`config.mk`:
```
export PLATFORM = sky130hd
export DESIGN_NAME = param_counter_flat
export DESIGN_NICKNAME = d
export VERILOG_FILES = /design/src/rtl/param_counter_if.sv /design/src/rtl/param_counter.sv /design/src/flat_wrapper.sv
export SDC_FILE = /design/constraint.sdc
export NUM_CORES = 1
export LEC_CHECK = 0
export BUFFER_PORTS_ARGS = -buffer_cell sky130_fd_sc_hd__clkbuf_2
export CAP_MARGIN = 30
export CORE_MARGIN = 8
export CORE_UTILIZATION = 40
export DETAILED_ROUTE_END_ITERATION = 7
export GPL_ROUTABILITY_DRIVEN = 0
export GPL_TIMING_DRIVEN = 0
export PLACE_DENSITY = 0.67
export SLEW_MARGIN = 20
export SYNTH_ARGS = -nofsm -noshare
export SYNTH_HDL_FRONTEND = slang
export SYNTH_SLANG_ARGS = --single-unit
export TNS_END_PERCENT = 20
```
`constraint.sdc`:
```
create_clock -name clk -period 2.2 [get_ports clk]
set_input_delay 0.22 -clock clk [delete_from_list [all_inputs] [get_ports clk]]
set_output_delay 0.22 -clock clk [all_outputs]
set_load 0.02 [all_outputs]
```
`src/rtl/param_counter_if.sv`:
```
// param_counter_if -- control and status bundle for param_counter.
//
// Signals (WIDTH = count width):
//   en, up, sat_mode  step enable, direction (1 = up), boundary mode (1 = saturate)
//   clr, load         synchronous clear / parallel load (clr has priority)
//   load_val          value for load, clamped to MAX by the counter
//   flag_clr          clears the sticky ovf flag
//   count             registered count value
//   at_max, at_zero   combinational decodes of count
//   wrap              one-cycle pulse following a wrap step
//   ovf               sticky boundary-event flag
//
// Handshake: there is no valid/ready pair. Every control is a level that is
// sampled on each rising clk edge, and every status is valid in every cycle.
// The master (stimulus side) drives controls; the slave (counter) drives status.
interface param_counter_if #(
  parameter int WIDTH = 8
);
  logic             en;
  logic             up;
  logic             sat_mode;
  logic             clr;
  logic             load;
  logic [WIDTH-1:0] load_val;
  logic             flag_clr;
  logic [WIDTH-1:0] count;
  logic             at_max;
  logic             at_zero;
  logic             wrap;
  logic             ovf;

  modport master (
    output en, up, sat_mode, clr, load, load_val, flag_clr,
    input  count, at_max, at_zero, wrap, ovf
  );

  modport slave (
    input  en, up, sat_mode, clr, load, load_val, flag_clr,
    output count, at_max, at_zero, wrap, ovf
  );
endinterface

```
`src/rtl/param_counter.sv`:
```
// param_counter -- up/down modulo counter with wrap or saturate boundary mode.
//
// Parameters:
//   WIDTH    count register width (2..32)
//   MODULUS  count range 0..MODULUS-1, 2 <= MODULUS <= 2**WIDTH
// Ports:
//   clk      rising-edge clock
//   reset    asynchronous, active-high; forces count=0, wrap=0, ovf=0
//   bus      param_counter_if slave modport (controls in, status out)
//
// Per-cycle priority: clr > load > en step > hold. A step past a boundary
// either wraps (pulsing wrap the next cycle) or holds, depending on sat_mode;
// both cases set ovf. Loads never count as boundary events.
module param_counter #(
  parameter int             WIDTH   = 8,
  parameter longint unsigned MODULUS = 256
) (
  input logic            clk,
  input logic            reset,
  param_counter_if.slave bus
);

  // MODULUS may be 2**WIDTH, so MAX is formed in 64 bits and then narrowed;
  // all counter arithmetic below stays in WIDTH bits and never needs MODULUS.
  localparam logic [WIDTH-1:0] MAX  = WIDTH'(MODULUS - 64'd1);
  localparam logic [WIDTH-1:0] ZERO = '0;
  localparam logic [WIDTH-1:0] ONE  = WIDTH'(1);

  logic [WIDTH-1:0] count_q, count_d;
  logic             wrap_q, wrap_d;
  logic             ovf_q, ovf_d;
  logic             ovf_set;

  always_comb begin
    count_d = count_q;
    wrap_d  = 1'b0;
    ovf_set = 1'b0;

    if (bus.clr) begin
      count_d = ZERO;
    end else if (bus.load) begin
      count_d = (bus.load_val > MAX) ? MAX : bus.load_val;
    end else if (bus.en) begin
      if (bus.up) begin
        if (count_q == MAX) begin
          ovf_set = 1'b1;
          if (!bus.sat_mode) begin
            count_d = ZERO;
            wrap_d  = 1'b1;
          end
        end else begin
          count_d = count_q + ONE;
        end
      end else begin
        if (count_q == ZERO) begin
          ovf_set = 1'b1;
          if (!bus.sat_mode) begin
            count_d = MAX;
            wrap_d  = 1'b1;
          end
        end else begin
          count_d = count_q - ONE;
        end
      end
    end

    // A boundary event in the same cycle as flag_clr keeps the flag set.
    if (ovf_set) begin
      ovf_d = 1'b1;
    end else if (bus.flag_clr) begin
      ovf_d = 1'b0;
    end else begin
      ovf_d = ovf_q;
    end
  end

  always_ff @(posedge clk or posedge reset) begin
    if (reset) begin
      count_q <= ZERO;
      wrap_q  <= 1'b0;
      ovf_q   <= 1'b0;
    end else begin
      count_q <= count_d;
      wrap_q  <= wrap_d;
      ovf_q   <= ovf_d;
    end
  end

  assign bus.count   = count_q;
  assign bus.wrap    = wrap_q;
  assign bus.ovf     = ovf_q;
  assign bus.at_max  = (count_q == MAX);
  assign bus.at_zero = (count_q == ZERO);

endmodule
```
`src/flat_wrapper.sv`:
```
// flat-port wrapper written by rule: the top's interface ports become plain ports
module param_counter_flat 
#(
  parameter int             WIDTH   = 8,
  parameter longint unsigned MODULUS = 256
)
  (clk, reset, bus_en, bus_up, bus_sat_mode, bus_clr, bus_load, bus_load_val, bus_flag_clr, bus_count, bus_at_max, bus_at_zero, bus_wrap, bus_ovf);
  param_counter_if #(.WIDTH(WIDTH)) bus_i ();
  input logic clk;
  input logic reset;
  input wire logic [$bits(bus_i.en)-1:0] bus_en;
  input wire logic [$bits(bus_i.up)-1:0] bus_up;
  input wire logic [$bits(bus_i.sat_mode)-1:0] bus_sat_mode;
  input wire logic [$bits(bus_i.clr)-1:0] bus_clr;
  input wire logic [$bits(bus_i.load)-1:0] bus_load;
  input wire logic [$bits(bus_i.load_val)-1:0] bus_load_val;
  input wire logic [$bits(bus_i.flag_clr)-1:0] bus_flag_clr;
  output wire logic [$bits(bus_i.count)-1:0] bus_count;
  output wire logic [$bits(bus_i.at_max)-1:0] bus_at_max;
  output wire logic [$bits(bus_i.at_zero)-1:0] bus_at_zero;
  output wire logic [$bits(bus_i.wrap)-1:0] bus_wrap;
  output wire logic [$bits(bus_i.ovf)-1:0] bus_ovf;
  assign bus_i.en = bus_en;
  assign bus_i.up = bus_up;
  assign bus_i.sat_mode = bus_sat_mode;
  assign bus_i.clr = bus_clr;
  assign bus_i.load = bus_load;
  assign bus_i.load_val = bus_load_val;
  assign bus_i.flag_clr = bus_flag_clr;
  assign bus_count = bus_i.count;
  assign bus_at_max = bus_i.at_max;
  assign bus_at_zero = bus_i.at_zero;
  assign bus_wrap = bus_i.wrap;
  assign bus_ovf = bus_i.ovf;
  param_counter #(.WIDTH(WIDTH), .MODULUS(MODULUS)) u_core (.clk(clk), .reset(reset), .bus(bus_i));
endmodule
```
==> Word level (Yosys, flattened, before mapping) <==
Cells that the tools add are included.
{ "word_totals": {"reg_bits": 10, "inputBits": 16, "output_inout_bits": 12} }
{ "op_classes": {"add_sub_neg": 2, "n_lt_le_gt_ge": 1, "eq_ne": 3, "n_mux": 24, "n_reduce_logical": 4} }
{ "op_table": {"columns": ["op", "count"], "rows": [
  ["two-way mux 8 bit", 9],
  ["two-way mux 1 bit", 15],
  ["!= test 5 bit, second input constant", 2],
  ["adder 8 x 1 -> 8 bit, second input constant", 1],
  ["== test 8 bit, second input constant", 1],
  ["> comparator 8 bit, second input constant", 1],
  ["logical NOT 8 bit", 1],
  ["subtractor 8 x 1 -> 8 bit, second input constant", 1],
  ["AND reduction 3 bit", 1],
  ["nonzero test 3 bit", 1],
  ["nonzero test 2 bit", 1]
]} }

==> Logic depth before layout (Yosys ltp) <==
Gate-level depths: netlist of the first run.
{ "depth": {"depth_word": 7, "ltp_mapped": 8, "depth_no_buf": 7} }

==> Least setup slack after synthesis of the first run <==
No wires, ideal clock.
{ "synth_path": {"path_type": "reg-to-reg", "start": "register u_core.count_q[0], in the netlist u_core.bus.count[0]", "end": "register u_core.count_q[1], in the netlist u_core.bus.count[1]", "setup_ns": 0.125, "arrival_ns": 2.063, "path_slack_ns": 0.012, "stages_incl_launch_ff": 9, "period_less_slack_ns": 2.188, "cell_sequence": "dfrtp_1 inv_1 ha_1 nor3b_1 and3_2 o211ai_4 and2_4 buf_6 mux2_4"} }
{ "synth_between": {"elab_chain_cells": 6, "word_cells_on_any_way": 13} }
{ "synth_lines": {"columns": ["element", "line", "text"], "rows": [
  ["from (decl)", "param_counter.sv:29", "logic [WIDTH-1:0] count_q, count_d;"],
  ["from (signal assigned)", "param_counter.sv:83", "count_q <= count_d;"],
  ["subtractor 8 x 1 -> 8 bit (tied with other cells)", "param_counter.sv:62", "count_d = count_q - ONE;"],
  ["two-way mux 8 bit (on tied branches)", "param_counter.sv:55, param_counter.sv:45", null],
  ["two-way mux 8 bit", "param_counter.sv:44", "if (bus.up) begin"],
  ["two-way mux 8 bit", "param_counter.sv:43", "end else if (bus.en) begin"],
  ["two-way mux 8 bit", "param_counter.sv:41", "end else if (bus.load) begin"],
  ["two-way mux 8 bit", "param_counter.sv:39", "if (bus.clr) begin"]
]} }
Parallel ways exist; a longest one is shown, timed or not. The select of a mux whose other input is x is not followed.
A chain may end at the register's enable or synchronous reset.

==> Worst setup path after layout of the first run <==
Ends and elaborated chain as after synthesis.

==> results of run 1 <==
how the worst min path moves through the flow:
stage            startpoint             endpoint  slack (ps)  cells past startpoint
2_1_floorplan         reset  u_core.bus.count[0]          60                      1
3_3_place_gp          reset  u_core.bus.count[5]         200                      2
3_5_place_dp          reset  u_core.bus.count[5]         210                      2
4_1_cts        bus_flag_clr       u_core.bus.ovf         150                      2
5_1_grt        bus_flag_clr       u_core.bus.ovf         150                      2
6_report       bus_flag_clr       u_core.bus.ovf         140                      2
state kept, by name, summed over array words and instances (netlist names):
signal,count
u_core.bus.count,8
u_core.bus.ovf,1
u_core.bus.wrap,1
worst max-delay path, cell delays in order (launching register included):
cell and delay (ps):
dfrtp_2 460, inv_1 110, ha_1 190, nor3b_4 260, and3_2 270, o211ai_4 90
and2_4 170, buf_6 130, mux2_4 290
final cells by class:
class | count | area [um2]
Clock buffer | 3 | 22.5
Multi-Input combinational cell | 90 | 652
Fill cell | 238 | 1170
Timing Repair Buffer | 31 | 170
Buffer | 8 | 51.3
Inverter | 7 | 26.3
Sequential cell | 10 | 253
Tap cell | 30 | 37.5
metal layers:
metal | routed length (um) | GRT usage [%]
met1 | 1180 | 16.0
met2 | 1310 | 21.5
met3 | 157 | 3.74
met4 | 42 | 5.99
met5 | 0 | 0
report_power, final:
group | switching, mW | internal (mW) | leakage [nW]
Combinational | 0.149 | 0.128 | 0.440
Sequential | 0.0276 | 0.201 | 0.129
Clock | 0.0663 | 0.0634 | 0.0138
cell usage in the layout, fill, tap and decap left out, types with 3 or more instances in the layout:
| master | synthesis | layout |
|---|---|---|
| and3_1 | 4 | 4 |
| nor2_1 | 14 | 14 |
| o21ai_0 | 3 | 3 |
| a221oi_1 | 3 | 3 |
| clkbuf_4 | 0 | 3 |
| clkbuf_2 | 1 | 27 |
| a2111oi_0 | 3 | 3 |
| nand2_1 | 6 | 6 |
| a21oi_1 | 7 | 7 |
| ha_1 | 3 | 3 |
| inv_1 | 7 | 7 |
| dfrtp_1 | 10 | 8 |
| buf_4 | 3 | 7 |
| mux2_4 | 3 | 3 |
| nand3_1 | 5 | 5 |
timing repair:
item                                    CTS  global route
gates resized for setup                   2             2
hold buffers                              1             0
setup buffers                             0             4
pin swaps                                 0             1
endpoints found under the hold margin    10             0
endpoints found under the setup margin    6             4
cell families (layout without fill, tap and decap cells):
family                   after synthesis  count (layout)  share of synthesized area, %
AO/OA/AOI/OAI                         29              29                          22.5
AND/OR/NAND/NOR                       49              49                          29.2
XOR/XNOR                               4               4                          3.62
adder cells (fa/ha/maj)                3               3                          3.88
multiplexers                           5               5                          6.98
buffers and inverters                 15              49                          8.01
flip-flops                            10              10                          25.8
per-stage QoR:
| step | setup slack (ps) | TNS (ps) | hold WS (ps) |
|---|---|---|---|
| 5_1_grt | 26.2 | 0 | 148 |
| 3_3_place_gp | -113 | -362 | 203 |
| 2_1_floorplan | 12.1 | 0 | 60.2 |
| 4_1_cts | 19.2 | 0 | 151 |
| 6_report | 112 | 0 | 143 |
| 3_5_place_dp | -200 | -698 | 207 |
synth_stat cells (2+ instances only):
cell type / count
nor2_1: 14
a21oi_1: 7
ha_1: 3
a221oi_1: 3
o211ai_1: 2
a31oi_1: 2
nand3b_1: 2
o21ai_0: 3
xor2_1: 2
a2111oi_0: 3
and3_2: 2
mux2_4: 3
nand2b_1: 2
xnor2_1: 2
o2bb2ai_1: 2
clkbuf_1: 2
dfrtp_1: 10
nor3b_1: 3
nor3_1: 2
buf_4: 3
inv_1: 7
nand3_1: 5
mux2_2: 2
and3_1: 4
nand2_1: 6
==> out/summary.txt, run 1 <==
Mapped Cells: 115
Kind of end point of the critical path: register
Starting DRT DRC Count: 39
H-tree depth: 1
Clock Latency Late Sink: 270 ps
Root buf cell: clkbuf_4
Clock Skew: 2.82 ps
Critical path endpoint: u_core.bus.count[1]
Reg2reg path depth: 8
IO Pins: 28
Largest net degree at the start of global routing: 11
Slew Viols, Final: 0
Post-synthesis net count: 134
Final setup viols: 0
Worst-case clock buffer depth: 2
RR Endpoint: u_core.bus.count[1]
Mapped Avg Cell Area: 8.42 um2
Max-cap viol count: 0
Remaining DRCs: 0
Vias post-DR: 987
CP Launch Point: u_core.bus.count[0]
Post-Place Cell Area: 1140 um2
Main synth FF type: dfrtp_1
Mapped Area: 968 um2
Global-route wire length before repair: 4550 um
Async set or reset register ratio after synthesis: 100%
Worst Max-Slew Pin Slew: 469 ps
Fmax: 0.479 GHz
Die Y: 65.2 um
DIE AREA: 4250 um2
GRT overflow: 0
Layout cells sized above 1: 36.9%
Inst Count DP: 171
Row cnt: 18
DIE WIDTH: 65.2 um
All-layer global routing usage: 13.3%
Layout area overhead: 25.2%
Post-Route WL: 2680 um
CTS sink cnt: 10
Initial antenna violation count: 0
Post-DRT Antenna Nets: 0
Period Utilization, post-route: 94.9%
Final Power: 635 uW
Worst setup SP type: register
Yosys top cell area share: 25.8%
Reg2reg setup slack: 110 ps
Synthesized flop and latch total: 10
Number of synthesized flops with an enable pin: 0
Core Util, Final: 50.8%
Worst R2R Start: u_core.bus.count[0]
Pwr Density: 524 nW/um2
Diode count: 0
Max_slew headroom: 68.8%
CP required: 2350 ps
Core area: 2390 um2
Yosys cell types: 44
Initial Utilization: 40.6%
Synth warnings: 0
TritonCTS clock tree: done
Cell taking the most area after synthesis: dfrtp_1
Post-route minimum period: 2090 ps
Cts bufs inserted: 3
Hold Vio Cnt, Final: 0
Register area share after synthesis: 25.8%
Post-route cell area: 1210 um2
Avg Vias per Cell: 5.51
Non-Filler Instances: 179
Peak VDD IR: 0.275 mV
Buffers on Ports: 26
CTS clk-pin slew, worst paths: 70 ps
Top cells by area, synth: dfrtp_1, nor2_1, mux2_4
Wire per inst: 15.0 um
Hold WC Path Type: primary input to register
Critical path class: register to register
CP arrival: 2240 ps
Number of global-route vias before repair: 947
Maximum net fanout on the critical path: 8
Number of nets in the layout: 170
Leakage: 0.583 nW
Status: finished, final reports clean
RSZ-0062 raised after global routing: false
Detail Placement HPWL: 2070 um
DRT Pass-1 Iters: 4
Power figures use the tool's default switching activity.
==> run 2, diff against run 1 <==
--- a/config.mk
+++ b/config.mk
@@ -9,6 +9,7 @@
 export CAP_MARGIN = 30
 export CORE_MARGIN = 8
 export CORE_UTILIZATION = 40
+export CTS_BUF_LIST = sky130_fd_sc_hd__clkbuf_8 sky130_fd_sc_hd__clkbuf_16
 export DETAILED_ROUTE_END_ITERATION = 7
 export GPL_ROUTABILITY_DRIVEN = 0
 export GPL_TIMING_DRIVEN = 0
==> run 2 against run 1 <==
Effect of this change: worst setup slack worse by 32 ps; final cell count down 1.1%; largest power group unchanged; largest cell class unchanged; clock skew up 1.6 ps; highest routed layer unchanged; wire length down 1.5%; final area up 0.31%.
==> out/summary.txt, run 2 (synthesis results as in run 1) <==
Post-Place Cell Area: 1140 um2 (unchanged)
Die Y: 65.2 um (unchanged)
Kind of end point of the critical path: register
Root buf cell: clkbuf_8
Status: finished, final reports clean
Worst setup margin: 79.6 ps (-32.3 ps)
Hold WC Path Type: primary input to register
Commonest non-fill, non-tap cell in the layout: clkbuf_2
Hold Path Depth: 2 (unchanged)
Hold Crit Start: bus_flag_clr
Max reg flops: 8 (unchanged)
Cts bufs inserted: 3 (unchanged)
Max_slew headroom: 68.5% (-0.23 points)
CP required: 2310 ps (-40 ps)
Largest net degree at the start of global routing: 11 (unchanged)
Critical path class: register to register
Avg Vias per Cell: 5.54 (+0.41%)
Clock Latency Late Sink: 230 ps (-40 ps)
Diode count: 0 (unchanged)
Post-DRT Antenna Nets: 0 (unchanged)
TritonCTS clock tree: done
Period Utilization, post-route: 96.4% (+1.5 points)
RSZ-0062 raised after global routing: false
Worst Hold End: u_core.bus.ovf
Max-cap viol count: 0 (unchanged)
Layout cells sized above 1: 36.1% (-0.86 points)
Number of global-route vias before repair: 940 (-0.74%)
Commonest cells after routing, fill and taps aside: clkbuf_2, nor2_1, dfrtp_1, a21oi_1, inv_1
Worst Max-Slew Pin Slew: 460 ps (-8.47 ps)
Hold Vio Cnt, Final: 0 (unchanged)
Worst R2R Start: u_core.bus.count[0]
Worst-case clock buffer depth: 2 (unchanged)
Detail Placement HPWL: 2070 um (unchanged)
DIE AREA: 4250 um2 (unchanged)
CTS sink cnt: 10 (unchanged)
Clock Skew: 4.40 ps (+1.59 ps)
Reg2reg setup slack: 80 ps (-30 ps)
Leakage: 0.581 nW (-0.25%)
Post-route cell area: 1220 um2 (+0.31%)
Worst setup SP type: register
Slew Viols, Final: 0 (unchanged)
Global-route wire length before repair: 4490 um (-1.2%)
Fmax: 0.472 GHz (-1.5%)
Worst slack, placed: -200 ps (unchanged)
DRT Pass-1 Iters: 5 (+1)
RR Endpoint: u_core.bus.count[1]
Pwr Density: 567 nW/um2 (+8.3%)
CP arrival: 2230 ps (about the same)
Layout area overhead: 25.6%
Initial antenna violation count: 0 (unchanged)
Wire per inst: 14.9 um (-0.34%)
Row cnt: 18 (unchanged)
IO Pins: 28 (unchanged)
Number of nets in the layout: 168 (-1.2%)
Final setup viols: 0 (unchanged)
Remaining DRCs: 0 (unchanged)
Fill cells: 243 (+2.1%)
Vias post-DR: 980 (-0.71%)
All-layer global routing usage: 12.9% (-0.42 points)
Post-route minimum period: 2120 ps (+32.3 ps)
Reg2reg path depth: 8 (unchanged)
Initial Utilization: 40.6% (unchanged)
Starting DRT DRC Count: 53 (+36%)
Buffers on Ports: 26 (unchanged)
Maximum net fanout on the critical path: 8 (unchanged)
H-tree depth: 1 (unchanged)
CTS clk-pin slew, worst paths: 50 ps (-20 ps)
GRT overflow: 0 (unchanged)
Core area: 2390 um2 (unchanged)
Peak VDD IR: 0.332 mV (+20%)
DIE WIDTH: 65.2 um (unchanged)
Post-Route WL: 2650 um (-1.5%)
[run 2: through the flow]
stage	power, mW	utilization (%)	TNS [ps]	hold WS (ps)	cells
detailed placement	0.485	47.6	-698	207	171
global placement	0.479	47.6	-362	203	171
floorplan	0.411	-	0	60.2	115
global route	0.730	50.9	0	199	177
finish	0.690	50.9	0	183	177
CTS	0.680	50.0	0	186	175
[run 2: what timing repair did]
item / 4_1_cts / 5_1_grt
hold endpoints to repair: 10 / 0
setup buffers: 0 / 2
hold buffers: 1 / 0
setup endpoints to repair: 5 / 3
resized for setup: 2 / 2
[run 2: layer usage]
metal | GRT usage, % | share of wire [%] | up-vias
li1 | - | - | 486
met4 | 4.90 | 1.2 | 0
met2 | 21.5 | 49 | 33
met5 | 0 | 0 | -
met1 | 15.8 | 42 | 459
met3 | 2.72 | 7.1 | 2
[run 2: power by group]
group          switching, mW  total (mW)  internal, mW  leakage, nW
Combinational          0.148       0.272         0.124        0.431
Sequential            0.0272       0.229         0.201        0.129
Clock                 0.0699       0.190         0.120       0.0216
[run 2: worst max-delay path by stage]
stage	cells past startpoint	slack, ps	end	startpoint
final	8	80	u_core.bus.count[1]	u_core.bus.count[0]
after global placement	8	-110	u_core.bus.count[7]	u_core.bus.count[0]
after detailed placement	8	-200	u_core.bus.count[6]	u_core.bus.count[0]
after floorplan	8	10	u_core.bus.count[1]	u_core.bus.count[0]
after CTS	8	20	u_core.bus.count[7]	u_core.bus.count[1]
after global routing	8	2	u_core.bus.count[7]	u_core.bus.count[0]
[run 2: worst max-delay path, stage by stage (launching register included)]
cell and delay [ps]:
dfrtp_2 430, inv_1 90, ha_1 230, nor3b_4 160, and3_2 260, o211ai_4 220, and2_4 180, buf_6 130
mux2_4 300
[run 2: final cells by class]
type / count / area [um2] / share of cell area, %
Inverter: 7 / 26.3 / 2.16
Buffer: 8 / 51.3 / 4.22
Sequential cell: 10 / 253 / 20.8
Clock buffer: 3 / 41.3 / 3.40
Multi-Input combinational cell: 90 / 652 / 53.6
Timing Repair Buffer: 29 / 155 / 12.8
Tap cell: 30 / 37.5 / 3.09
==> run 3, diff against run 2 <==
--- a/config.mk
+++ b/config.mk
@@ -7,13 +7,14 @@
 export LEC_CHECK = 0
 export BUFFER_PORTS_ARGS = -buffer_cell sky130_fd_sc_hd__clkbuf_2
 export CAP_MARGIN = 30
+export CORE_ASPECT_RATIO = 1.4
 export CORE_MARGIN = 8
-export CORE_UTILIZATION = 40
+export CORE_UTILIZATION = 46
 export CTS_BUF_LIST = sky130_fd_sc_hd__clkbuf_8 sky130_fd_sc_hd__clkbuf_16
 export DETAILED_ROUTE_END_ITERATION = 7
 export GPL_ROUTABILITY_DRIVEN = 0
 export GPL_TIMING_DRIVEN = 0
-export PLACE_DENSITY = 0.67
+export PLACE_DENSITY = 0.75
 export SLEW_MARGIN = 20
 export SYNTH_ARGS = -nofsm -noshare
 export SYNTH_HDL_FRONTEND = slang
==> run 3 against run 2 <==
Effect of this change: first-iteration DRC count down 36%; sequential share of layout area up 0.33 points; worst setup slack better by 48 ps; final area down 1.5%; wire length down 4.4%; final cell count down 5.6%; highest routed layer unchanged; non-clock buffer count down 1; clock skew down 1.9 ps.
==> out/summary.txt, run 3 (synthesis results as in run 1) <==
Status: finished, final reports clean
Max_slew headroom: 69.3% (+0.81 points)
Max reg flops: 8 (unchanged)
Period Utilization, post-route: 94.2% (-2.2 points)
DRT Pass-1 Iters: 4 (-1)
Largest net degree at the start of global routing: 11 (unchanged)
Leakage: 0.576 nW (-0.87%)
CTS sink cnt: 10 (unchanged)
Worst-case clock buffer depth: 2 (unchanged)
Fill cells: 186 (-23%)
Worst setup SP type: register
Layout area overhead: 23.6%
RSZ-0062 raised after global routing: false
H-tree depth: 1 (unchanged)
Fmax: 0.483 GHz (+2.3%)
Critical Path, Cell by Cell: inv_1 -> ha_1 -> nor3b_4 -> and3_2 -> o211ai_4 -> and2_4 -> buf_6 -> mux2_4
Number of nets in the layout: 167 (-0.60%)
Post-DRT Antenna Nets: 0 (unchanged)
Diode count: 0 (unchanged)
Layout cells sized above 1: 35.6% (-0.44 points)
IO Pins: 28 (unchanged)
Hold WC Path Type: primary input to register
All-layer global routing usage: 14.1% (+1.2 points)
Final Power: 679 uW (-1.6%)
Wire per inst: 15.1 um (+1.3%)
Cts bufs inserted: 3 (unchanged)
Root buf cell: clkbuf_8
Avg Vias per Cell: 5.85 (+5.7%)
Remaining DRCs: 0 (unchanged)
DIE AREA: 3850 um2 (-9.4%)
Commonest non-fill, non-tap cell in the layout: clkbuf_2
Slowest stage delay, CP: 420 ps (about the same)
Row cnt: 19 (+1)
Critical path buffers and inverters: 2 (unchanged)
Non-Filler Instances: 167 (-5.6%)
Stages on the worst setup path: 8 (unchanged)
CP required: 2310 ps (about the same)
DIE WIDTH: 54.8 um (-16%)
Max-cap viol count: 0 (unchanged)
Initial Utilization: 49.1% (+8.5 points)
Kind of end point of the critical path: register
Post-route minimum period: 2070 ps (-48.1 ps)
Final setup viols: 0 (unchanged)
Slew Viols, Final: 0 (unchanged)
Post-Route WL: 2530 um (-4.4%)
Reg2reg path depth: 8 (unchanged)
Detail Placement HPWL: 2050 um (-1.2%)
Vias post-DR: 977 (-0.31%)
Hold Path Depth: 2 (unchanged)
Slowest library cell on the worst path: dfrtp_2
Clock Skew: 2.54 ps (-1.86 ps)
Starting DRT DRC Count: 34 (-36%)
Hold WS: 179 ps (-3.84 ps)
Inst Count DP: 162 (-5.3%)
Delay-heaviest family, CP: simple AND/OR/NAND/NOR gates
Critical path class: register to register
Peak VDD IR: 0.241 mV (-27%)
Die Y: 70.3 um (+7.8%)
CP arrival: 2180 ps (-50 ps)
GRT overflow: 0 (unchanged)
Commonest cells after routing, fill and taps aside: clkbuf_2, nor2_1, dfrtp_1, a21oi_1, inv_1
Worst slack, placed: -200 ps (+0.186 ps)
Hold Vio Cnt, Final: 0 (unchanged)
Worst setup margin: 128 ps (+48.1 ps)
Clock Latency Late Sink: 230 ps (about the same)
Pwr Density: 567 nW/um2 (about the same)
Buffers on Ports: 26 (unchanged)
CTS clk-pin slew, worst paths: 40 ps (about the same)
Maximum net fanout on the critical path: 8 (unchanged)
Number of global-route vias before repair: 1036 (+10%)
Core Util, Final: 60.7% (+9.7 points)
TritonCTS clock tree: done
Initial antenna violation count: 0 (unchanged)
Worst Max-Slew Pin Slew: 448 ps (-11.9 ps)
Global-route wire length before repair: 4350 um (-3.2%)
Core area: 1970 um2 (-17%)
[run 3: metrics by stage]
stage | setup TNS [ps] | instance area [um2]
4_1_cts | 0 | 1180
6_report | 0 | 1200
2_1_floorplan | 0 | 968
5_1_grt | 0 | 1200
3_3_place_gp | -553 | 1120
3_5_place_dp | -707 | 1120
[run 3: where the power goes]
group,switching [mW],internal [mW],total [mW]
clock,0.0610,0.119,0.180
sequential,0.0292,0.202,0.231
combinational,0.149,0.119,0.268
total,0.239,0.440,0.679
[run 3: repair_timing]
action                                 4_1_cts  5_1_grt
buffers inserted                             0        1
gates cloned                                 0        0
hold buffers                                 1        0
endpoints found under the hold margin       10        0
setup endpoints to repair                    6        5
resized for setup                            1        3
[run 3: cell type report]
cell class | count | area (um2) | share of cell area [%]
plain buffers | 8 | 51.3 | 4.28
inverters | 7 | 26.3 | 2.19
multi-input cells | 90 | 652 | 54.4
flip-flops and latches | 10 | 253 | 21.1
clock buffers | 3 | 41.3 | 3.45
well taps | 21 | 26.3 | 2.19
repair buffers | 28 | 148 | 12.3
[run 3: metal layers]
| metal | track usage, % | share of wire [%] | up-vias |
|---|---|---|---|
| li1 | - | - | 485 |
| met1 | 16.0 | 40 | 454 |
| met2 | 23.8 | 52 | 33 |
| met3 | 1.69 | 6.6 | 5 |
| met4 | 7.42 | 2.0 | 0 |
| met5 | 0 | 0 | - |
[run 3: final timing paths]
kind	to	start	slack [ps]
min	u_core.bus.ovf	bus_flag_clr	180
max in group asynchronous	u_core.bus.count[0]	reset	1450
min reg2reg	u_core.bus.ovf	u_core.bus.ovf	520
max reg2reg	u_core.bus.count[7]	u_core.bus.count[0]	130
min in group asynchronous	u_core.bus.wrap	reset	480
max	u_core.bus.count[7]	u_core.bus.count[0]	130
